==> src/rtl/sim_pkg.sv <==
// Shared state encoding and helpers for the simulation run controller.
package sim_pkg;

    typedef enum logic [2:0] {
        S_RESET   = 3'd0,
        S_RUN     = 3'd1,
        S_PASS    = 3'd2,
        S_FAIL    = 3'd3,
        S_TIMEOUT = 3'd4,
        S_HANG    = 3'd5
    } sim_state_e;

    localparam int TOHOST_EXIT_BIT = 0;

    function automatic logic is_terminal(input sim_state_e s);
        return (s == S_PASS) || (s == S_FAIL) || (s == S_TIMEOUT) || (s == S_HANG);
    endfunction

endpackage

==> src/rtl/sim_run_ctrl_if.sv <==
// Core-side bundle of the run controller: retire/tohost inputs and run status outputs.
interface sim_run_ctrl_if #(
    parameter int NUM_RET = 2,
    parameter int CNT_W   = 32
);
    import sim_pkg::*;

    logic [NUM_RET-1:0] ret_valid;
    logic               tohost_valid;
    logic [31:0]        tohost_data;
    logic               core_rst;
    logic               dump_en;
    logic               done;
    sim_state_e         status;
    logic [30:0]        exit_code;
    logic [CNT_W-1:0]   cycle_cnt;
    logic [CNT_W-1:0]   inst_cnt;

    modport master (
        output ret_valid, tohost_valid, tohost_data,
        input  core_rst, dump_en, done, status, exit_code, cycle_cnt, inst_cnt
    );

    modport slave (
        input  ret_valid, tohost_valid, tohost_data,
        output core_rst, dump_en, done, status, exit_code, cycle_cnt, inst_cnt
    );

endinterface

==> src/rtl/sim_sat_cnt.sv <==
// Saturating accumulator: adds inc when enabled, sticks at all-ones, clear wins over enable.
module sim_sat_cnt #(
    parameter int W     = 32,
    parameter int INC_W = 1
) (
    input  logic             clk,
    input  logic             rst,
    input  logic             clr,
    input  logic             en,
    input  logic [INC_W-1:0] inc,
    output logic [W-1:0]     cnt
);

    localparam int SUM_W = ((W > INC_W) ? W : INC_W) + 1;

    function automatic logic [W-1:0] sat_add(input logic [W-1:0] a, input logic [INC_W-1:0] b);
        logic [SUM_W-1:0] s;
        s = SUM_W'(a) + SUM_W'(b);
        if (|s[SUM_W-1:W])
            return {W{1'b1}};
        return s[W-1:0];
    endfunction

    always_ff @(posedge clk or negedge rst) begin
        if (!rst)
            cnt <= '0;
        else if (clr)
            cnt <= '0;
        else if (en)
            cnt <= sat_add(cnt, inc);
    end

endmodule

==> src/rtl/sim_run_ctrl.sv <==
// Run controller: sequences core reset, counts cycles/retires, gates the dump window
// and latches a sticky terminal status on exit, hang or timeout.
module sim_run_ctrl
    import sim_pkg::*;
#(
    parameter int NUM_RET     = 2,
    parameter int CNT_W       = 32,
    parameter int RST_CYCLES  = 4,
    parameter int TIMEOUT     = 1000,
    parameter int HANG_CYCLES = 256,
    parameter int DUMP_START  = 0,
    parameter int DUMP_STOP   = 1000
) (
    input logic           clk,
    input logic           rst,
    sim_run_ctrl_if.slave bus
);

    localparam int POP_W  = $clog2(NUM_RET + 1);
    localparam int HANG_W = (HANG_CYCLES > 1) ? $clog2(HANG_CYCLES) : 1;
    localparam int RST_W  = $clog2(RST_CYCLES + 1);

    if (RST_CYCLES < 1 || TIMEOUT < 1 || NUM_RET < 1) begin : g_bad_min
        $error("sim_run_ctrl: RST_CYCLES, TIMEOUT and NUM_RET must all be >= 1");
    end
    if (CNT_W < 31 && TIMEOUT >= (1 << CNT_W)) begin : g_bad_timeout
        $error("sim_run_ctrl: TIMEOUT does not fit in CNT_W bits");
    end

    sim_state_e       state, nxt_state;
    logic [RST_W-1:0] rst_cnt;
    logic [CNT_W-1:0] cycle_cnt, inst_cnt, nxt_cycle;
    logic [HANG_W-1:0] hang_cnt;
    logic [30:0]      exit_code;
    logic             core_rst, dump_en;
    logic             run, any_ret, exit_hit, hang_hit, tmo_hit;

    function automatic logic [POP_W-1:0] popcount(input logic [NUM_RET-1:0] v);
        logic [POP_W-1:0] c;
        c = '0;
        for (int i = 0; i < NUM_RET; i++)
            c = c + POP_W'(v[i]);
        return c;
    endfunction

    // Compared in 64 bits so windows wider than CNT_W behave as "open ended".
    function automatic logic in_dump_window(input logic [CNT_W-1:0] c);
        logic [63:0] cw;
        cw = 64'(c);
        return (cw >= 64'(DUMP_START)) && (cw < 64'(DUMP_STOP));
    endfunction

    always_comb begin
        run       = (state == S_RUN);
        any_ret   = |bus.ret_valid;
        exit_hit  = bus.tohost_valid && bus.tohost_data[TOHOST_EXIT_BIT];
        hang_hit  = (HANG_CYCLES != 0) && !any_ret && (hang_cnt == HANG_W'(HANG_CYCLES - 1));
        tmo_hit   = (cycle_cnt == CNT_W'(TIMEOUT - 1));
        nxt_state = state;
        nxt_cycle = cycle_cnt;
        case (state)
            S_RESET: begin
                if (rst_cnt == RST_W'(RST_CYCLES - 1))
                    nxt_state = S_RUN;
            end
            S_RUN: begin
                nxt_cycle = cycle_cnt + CNT_W'(1);
                if (exit_hit)
                    nxt_state = (bus.tohost_data[31:1] == 31'd0) ? S_PASS : S_FAIL;
                else if (hang_hit)
                    nxt_state = S_HANG;
                else if (tmo_hit)
                    nxt_state = S_TIMEOUT;
            end
            default: ;
        endcase
    end

    always_ff @(posedge clk or negedge rst) begin
        if (!rst) begin
            state     <= S_RESET;
            rst_cnt   <= '0;
            core_rst  <= 1'b1;
            dump_en   <= 1'b0;
            exit_code <= '0;
        end else begin
            state   <= nxt_state;
            dump_en <= (nxt_state == S_RUN) && in_dump_window(nxt_cycle);
            if (state == S_RESET) begin
                rst_cnt <= rst_cnt + RST_W'(1);
                if (nxt_state == S_RUN)
                    core_rst <= 1'b0;
            end
            if (run && exit_hit)
                exit_code <= bus.tohost_data[31:1];
        end
    end

    sim_sat_cnt #(.W(CNT_W), .INC_W(1)) u_cycle_cnt (
        .clk(clk), .rst(rst), .clr(1'b0), .en(run), .inc(1'b1), .cnt(cycle_cnt)
    );

    sim_sat_cnt #(.W(CNT_W), .INC_W(POP_W)) u_inst_cnt (
        .clk(clk), .rst(rst), .clr(1'b0), .en(run), .inc(popcount(bus.ret_valid)), .cnt(inst_cnt)
    );

    // Counts consecutive idle RUN cycles; any retire restarts the count.
    sim_sat_cnt #(.W(HANG_W), .INC_W(1)) u_hang_cnt (
        .clk(clk), .rst(rst), .clr(run && any_ret), .en(run), .inc(1'b1), .cnt(hang_cnt)
    );

    assign bus.core_rst  = core_rst;
    assign bus.dump_en   = dump_en;
    assign bus.done      = is_terminal(state);
    assign bus.status    = state;
    assign bus.exit_code = exit_code;
    assign bus.cycle_cnt = cycle_cnt;
    assign bus.inst_cnt  = inst_cnt;

endmodule

==> src/flat_wrapper.sv <==
// flat-port wrapper written by rule: the top's interface ports become plain ports
module sim_run_ctrl_flat import sim_pkg::*;
#(
    parameter int NUM_RET     = 2,
    parameter int CNT_W       = 32,
    parameter int RST_CYCLES  = 4,
    parameter int TIMEOUT     = 1000,
    parameter int HANG_CYCLES = 256,
    parameter int DUMP_START  = 0,
    parameter int DUMP_STOP   = 1000
)
  (clk, rst, bus_ret_valid, bus_tohost_valid, bus_tohost_data, bus_core_rst, bus_dump_en, bus_done, bus_status, bus_exit_code, bus_cycle_cnt, bus_inst_cnt);
  sim_run_ctrl_if #(.NUM_RET(NUM_RET), .CNT_W(CNT_W)) bus_i ();
  input logic clk;
  input logic rst;
  input wire logic [$bits(bus_i.ret_valid)-1:0] bus_ret_valid;
  input wire logic [$bits(bus_i.tohost_valid)-1:0] bus_tohost_valid;
  input wire logic [$bits(bus_i.tohost_data)-1:0] bus_tohost_data;
  output wire logic [$bits(bus_i.core_rst)-1:0] bus_core_rst;
  output wire logic [$bits(bus_i.dump_en)-1:0] bus_dump_en;
  output wire logic [$bits(bus_i.done)-1:0] bus_done;
  output wire logic [$bits(bus_i.status)-1:0] bus_status;
  output wire logic [$bits(bus_i.exit_code)-1:0] bus_exit_code;
  output wire logic [$bits(bus_i.cycle_cnt)-1:0] bus_cycle_cnt;
  output wire logic [$bits(bus_i.inst_cnt)-1:0] bus_inst_cnt;
  assign bus_i.ret_valid = bus_ret_valid;
  assign bus_i.tohost_valid = bus_tohost_valid;
  assign bus_i.tohost_data = bus_tohost_data;
  assign bus_core_rst = bus_i.core_rst;
  assign bus_dump_en = bus_i.dump_en;
  assign bus_done = bus_i.done;
  assign bus_status = bus_i.status;
  assign bus_exit_code = bus_i.exit_code;
  assign bus_cycle_cnt = bus_i.cycle_cnt;
  assign bus_inst_cnt = bus_i.inst_cnt;
  sim_run_ctrl #(.NUM_RET(NUM_RET), .CNT_W(CNT_W), .RST_CYCLES(RST_CYCLES), .TIMEOUT(TIMEOUT), .HANG_CYCLES(HANG_CYCLES), .DUMP_START(DUMP_START), .DUMP_STOP(DUMP_STOP)) u_core (.clk(clk), .rst(rst), .bus(bus_i));
endmodule
==> config.mk <==
export PLATFORM = sky130hd
export DESIGN_NAME = sim_run_ctrl_flat
export DESIGN_NICKNAME = d
export VERILOG_FILES = /design/src/rtl/sim_pkg.sv /design/src/rtl/sim_run_ctrl_if.sv /design/src/rtl/sim_sat_cnt.sv /design/src/rtl/sim_run_ctrl.sv /design/src/flat_wrapper.sv
export SDC_FILE = /design/constraint.sdc
export NUM_CORES = 1
export LEC_CHECK = 0
export CORE_ASPECT_RATIO = 0.7
export CORE_MARGIN = 2
export CORE_UTILIZATION = 54
export DETAILED_ROUTE_END_ITERATION = 10
export PLACE_DENSITY = 0.85
export SETUP_SLACK_MARGIN = 0.1
export SYNTH_ARGS = -nofsm -noshare
export SYNTH_HDL_FRONTEND = slang
export SYNTH_SLANG_ARGS = --single-unit
==> constraint.sdc <==
create_clock -name clk -period 3.6 [get_ports clk]
set_input_delay 0.72 -clock clk [delete_from_list [all_inputs] [get_ports clk]]
set_output_delay 0.72 -clock clk [all_outputs]
set_load 0.02 [all_outputs]
# After elaboration in Yosys (flattened, before gate mapping)
# Index checks and enable logic that the tools add are counted.
[word_totals]
register_bits = 111
latch_bits = 0
ramBits = 0
romBits = 0
in_bits = 37
out_inout_bits = 101
wordCells = 60
memories = 0
[classes]
add_sub_neg = 6
multipliers = 0
div = 0
magnitude_cmp = 1
n_eq_ne = 9
shift = 0
muxes = 22
bitwise = 0
reduce_logical = 14
[op_table]
columns = ["operator", "n"]
rows = [
  ["$mux W32", 5],
  ["$add A32 B1 Y33 const B", 1],
  ["$add A32 B2 Y33", 1],
  ["$add A32 B1 Y32 const B", 1],
  ["$eq A32 B10 Y1 const B", 1],
  ["$lt A32 B10 Y1 const B", 1],
  ["$mux W8", 4],
  ["$logic_not A31 Y1", 1],
  ["$mux W3", 4],
  ["$add A8 B1 Y9 const B", 1],
  ["$eq A3 B2 Y1 const B", 3],
  ["$eq A8 B8 Y1 const B", 1],
  ["$mux W1", 8],
  ["$eq A3 B1 Y1 const B", 2],
  ["$eq A3 B3 Y1 const B", 2],
  ["$pmux W3 S2", 1],
  ["$logic_and A1 B1 Y1", 5],
  ["$add A3 B1 Y3 const B", 1],
  ["$logic_not A3 Y1", 1],
  ["$logic_or A1 B1 Y1", 3],
  ["$add A1 B1 Y2", 1],
  ["$reduce_and A2 Y1", 1],
  ["$reduce_bool A2 Y1", 1],
  ["$reduce_or A2 Y1", 1],
  ["$logic_not A1 Y1", 1],
]

# Logic depth before layout (Yosys ltp)
[depth]
depth_word = 8
depth_mapped = 12
ltp_nobuf = 11

# Modules after synthesis
# A second synthesis with hierarchy kept.
[unflattened]
cells_unflattened = 647
hier_area_um2 = 6341.1
[by_module_without_submodules]
columns = ["mod", "instances", "cells_per_inst", "area_per_inst_um2", "seq_area_each_um2"]
rows = [
  ["sim_sat_cnt (u_core.u_inst_cnt)", 1, 233, 2019.4, 800.8],
  ["sim_sat_cnt (u_core.u_cycle_cnt)", 1, 207, 1949.4, 800.8],
  ["sim_run_ctrl", 1, 162, 1926.8, 977.2],
  ["sim_sat_cnt (u_core.u_hang_cnt)", 1, 45, 445.4, 200.2],
]

# Worst setup path after synthesis
# Ideal clock, no wire load.
[synth_path]
path_type = "in2reg"
startpoint = "input bus_ret_valid[0]"
endpoint = "register u_core.u_inst_cnt.cnt[7]"
setup_time_ns = 0.066
arrival_ns = 2.680
required_ns = 3.534
setup_slack_ns = 0.855
path_stages = 12
path_buffers = 2
path_cell_list = "inv_1 -> fa_1 -> inv_1 -> ha_1 -> and3_1 -> nand3_1 -> nor3_2 -> nand3_1 -> or2_1 -> clkbuf_1 -> buf_2 -> nand2_1"
[synth_via]
elab_chain_len = 5
[synth_rtl]
columns = ["element", "line_no", "rtl"]
rows = [
  ["start: declaration", "flat_wrapper.sv:16", "input wire logic [$bits(bus_i.ret_valid)-1:0] bus_ret_valid;"],
  ["$add A1 B1 Y2 *", "sim_run_ctrl.sv:42", "c = c + POP_W'(v[i]);"],
  ["$add A32 B2 Y33 *", "sim_sat_cnt.sv:18", "s = SUM_W'(a) + SUM_W'(b);"],
  ["$mux W1", "sim_sat_cnt.sv:19", "if (|s[SUM_W-1:W])"],
  ["$mux W1", "sim_sat_cnt.sv:29", "else if (en)"],
  ["$mux W32 *", "sim_sat_cnt.sv:21", "return s[W-1:0];"],
  ["end signal: assignment", "sim_sat_cnt.sv:30", "cnt <= sat_add(cnt, inc);"],
  ["end: declaration", "sim_sat_cnt.sv:11", "output logic [W-1:0] cnt"],
]
# Mark *: on every way between the ends. The rest lies on a longest branch, timed or not. The select of a mux whose other input is x is not followed.
# A chain may end at the register's enable or synchronous reset.

# Final worst setup path
[layout_path]
startpoint = "input bus_ret_valid[0]"
endpoint = "register u_core.u_inst_cnt.cnt[30]"
# The elaborated chain is that of the path after synthesis.

==> results.sh <==
export IMPL_multi_input_area_um2=2850
export IMPL_yosys_warnings=0
export IMPL_synthesis_area_um2=5820
export IMPL_r2r_end="u_core.u_cycle_cnt.cnt[31]"
export IMPL_via_count=5002
export IMPL_grt_pass1_vias=4876
export IMPL_finClkSkew_ns=0.0133
export IMPL_worst_slack_ns=0.619
export IMPL_dieArea_um2=11600
export IMPL_drt_pass1_iter_count=6
export IMPL_num_antenna_cells=0
export IMPL_synth_most_common_cell="dfrtp_1"
export IMPL_synthFlopType="dfrtp_1"
export IMPL_die_w_um=128
export IMPL_die_h_um=90.9
export IMPL_hold_ws_ns=0.445
export IMPL_switching_share_pct=33.0
export IMPL_fin_crit_sh_pct=82.8
export IMPL_tns_ns=0
export IMPL_rsz0062_at_grt="false"
export IMPL_place_congestion=0.904
export IMPL_p_switching_mw=1.37
export IMPL_drive_above_1_share_pct=11.1
export IMPL_gr_total_overflow=0
export IMPL_numCtsBuffers=9
export IMPL_wl_per_cell_um=18.1
export IMPL_regToRegSetupSlack_ns=0.82
export IMPL_num_rows=31
export IMPL_worstPathRequired_ns=3.84
export IMPL_ctsLongestPathBuffers=2
export IMPL_synth_cells=589
export IMPL_routed_wl_mm=15.5
export IMPL_initial_core_util_pct=55.8
export IMPL_relSlewSlack_pct=46.8
export IMPL_postSynthAreaPerCell_um2=9.88
export IMPL_yosysTopAreaCell="dfrtp_1"
export IMPL_hold_class="in2async"
export IMPL_yosys_area_top_type_share_pct=47.3
export IMPL_ctsHoldBuffers=0
export IMPL_cp_start_kind="input pin"
export IMPL_root_buffer="clkbuf_16"
export IMPL_antenna_found_initial=0
export IMPL_drtIter0Drc=435
export IMPL_ff_latch_area_um2=2780
export IMPL_postLayoutCoreUtil_pct=73.1
export IMPL_seq_area_frac_synth_pct=47.7
export IMPL_hold_viol=0
export IMPL_reg2regPathDepth=9
export IMPL_area_growth_pct=31.0
export IMPL_ys_ff_latch=111
export IMPL_slew_violations=0
export IMPL_hpwl_mm=10.9
export IMPL_cts_tree="built"
export IMPL_viasPerCell=5.86
export IMPL_pre_cts_ws_ns=0.282
export IMPL_worstMarginPinSlew_ns=0.798
export IMPL_synth_area_top_cells="dfrtp_1, mux2_2, nand2_1"
export IMPL_cts_setup_buffers=0
export IMPL_clk_latency_ns=0.36
export IMPL_fin_nets=760
export IMPL_cts_max_level=3
export IMPL_core_area_um2=10400
export IMPL_grt_max_degree=63
export IMPL_p_leak_nw=3.44
export IMPL_synth_async_sr_flop_share_pct=100
export IMPL_clock_sinks=111
export IMPL_synth_cell_type_count=59
export IMPL_path_clk_slew_ns=0.08
export IMPL_power_density_nw_per_um2=546
export IMPL_clkPwrFrac_pct=26.9
export IMPL_synth_edf_count=0
export IMPL_crit_path_max_fanout=4
export IMPL_drcViolationCount=0
export IMPL_cts_resized=0
export IMPL_internal_power_mw=2.79
export IMPL_maxCapViolations=0
export IMPL_p_total_mw=4.16
export IMPL_setup_viol=0
export IMPL_r2r_start="u_core.u_cycle_cnt.cnt[0]"
export IMPL_ios=138
export IMPL_pwr_share_seq_pct=41.1
export IMPL_io_buffers=137
export IMPL_critical_path_class="in2reg"
export IMPL_outcome="finished clean"
export IMPL_fmax_ghz=0.335
export IMPL_p_comb_share_pct=32.0
export IMPL_crit_arrival_ns=3.22
export IMPL_cp_end_kind="register"
export IMPL_synth_fp_nets=632
export IMPL_fin_crit_ns=2.98
export IMPL_grt_pass1_wl_mm=25.2
export IMPL_synth_top_cells_by_count="dfrtp_1, nand2_1, xor2_1"
export IMPL_grt_usage_pct=27.0
export IMPL_ir_drop_mv=0.478
export IMPL_fillers=728
export IMPL_postRouteAntennaNets=0
## power groups by stage
stage / registers (mW) / clock network [mW] / logic, mW
after global placement: 1.71 / 0 / 1.29
after detailed placement: 1.73 / 0 / 1.32
after CTS: 1.71 / 1.13 / 1.34
after global routing: 1.74 / 1.17 / 1.41
after floorplan: 1.97 / 0 / 0.373
final: 1.71 / 1.12 / 1.33
## critical path, cell delays in order
cell and delay [ns]:
clkdlybuf4s50_1 0.47, inv_1 0.06, fa_1 0.41, inv_1 0.08, ha_1 0.15, and3_1 0.23, nand3_1 0.14, nor3_2 0.23
nand3_1 0.12, nor2_1 0.14, and2_1 0.15, mux2_2 0.33
## registers in the layout, summed over array words and instances (netlist names)
register and cells:
u_core.u_inst_cnt.cnt 32, u_core.bus.status 3, u_core.bus.core_rst 1, u_core.u_hang_cnt.cnt 8, u_core.bus.dump_en 1, u_core.u_cycle_cnt.cnt 32, u_core.rst_cnt 3, u_core.bus.exit_code 31
## layout make-up
| type | instances | share of cell area, % |
|---|---|---|
| Multi-Input combinational cell | 436 | 37.4 |
| Sequential cell | 111 | 36.4 |
| Timing Repair Buffer | 147 | 19.1 |
| Clock buffer | 10 | 3.00 |
| Tap cell | 132 | 2.17 |
| Clock inverter | 6 | 1.31 |
| Inverter | 12 | 0.591 |
## how the worst max path moves through the flow
stage,from,cells after the start,end,slack [ns]
6_report,bus_ret_valid[0],12,u_core.u_inst_cnt.cnt[30],0.62
5_1_grt,bus_ret_valid[0],12,u_core.u_inst_cnt.cnt[30],0.41
3_5_place_dp,bus_ret_valid[0],12,u_core.u_inst_cnt.cnt[30],0.28
2_1_floorplan,bus_ret_valid[0],12,u_core.u_inst_cnt.cnt[7],0.85
4_1_cts,bus_ret_valid[0],12,u_core.u_inst_cnt.cnt[30],0.63
3_3_place_gp,bus_ret_valid[0],12,u_core.u_inst_cnt.cnt[30],0.35
## cell families after synthesis
logic type	Yosys count	share of synthesized area, %
muxes	39	7.48
xor gates and xnor gates	64	9.63
AOI/OAI and AO/OA	54	5.78
DFF	111	47.7
adders and majority gates	6	1.42
and+or+nand+nor	273	24.6
buffers and inverters	42	3.33
## cell usage in the layout, fill, tap and decap left out, types with 7 or more instances in the layout
cell               n
buf_4             10
xor2_1            41
nor4_1            14
o21ai_0           14
clkbuf_16          9
nand2_1           98
nand4_1           20
mux2_2            36
nand3_1           34
dfrtp_1          110
xnor2_1           23
and3_1            20
a21oi_1           14
and4_1             7
nor2_1            31
clkdlybuf4s50_1  136
and2_1             9
nor3_1            11
inv_1             12
## through the flow
step | instances | cell area, um^2
final | 854 | 7630
after global routing | 854 | 7630
after CTS | 854 | 7630
after detailed placement | 838 | 7300
after global placement | 838 | 7300
after floorplan | 589 | 5820
## routing by layer
metal	share of wire [%]	global-route usage, %
met1	45	38.7
met2	47	41.6
met3	6.4	6.10
met4	1.6	6.68
met5	0	0
(Power assumes the default switching activity.)
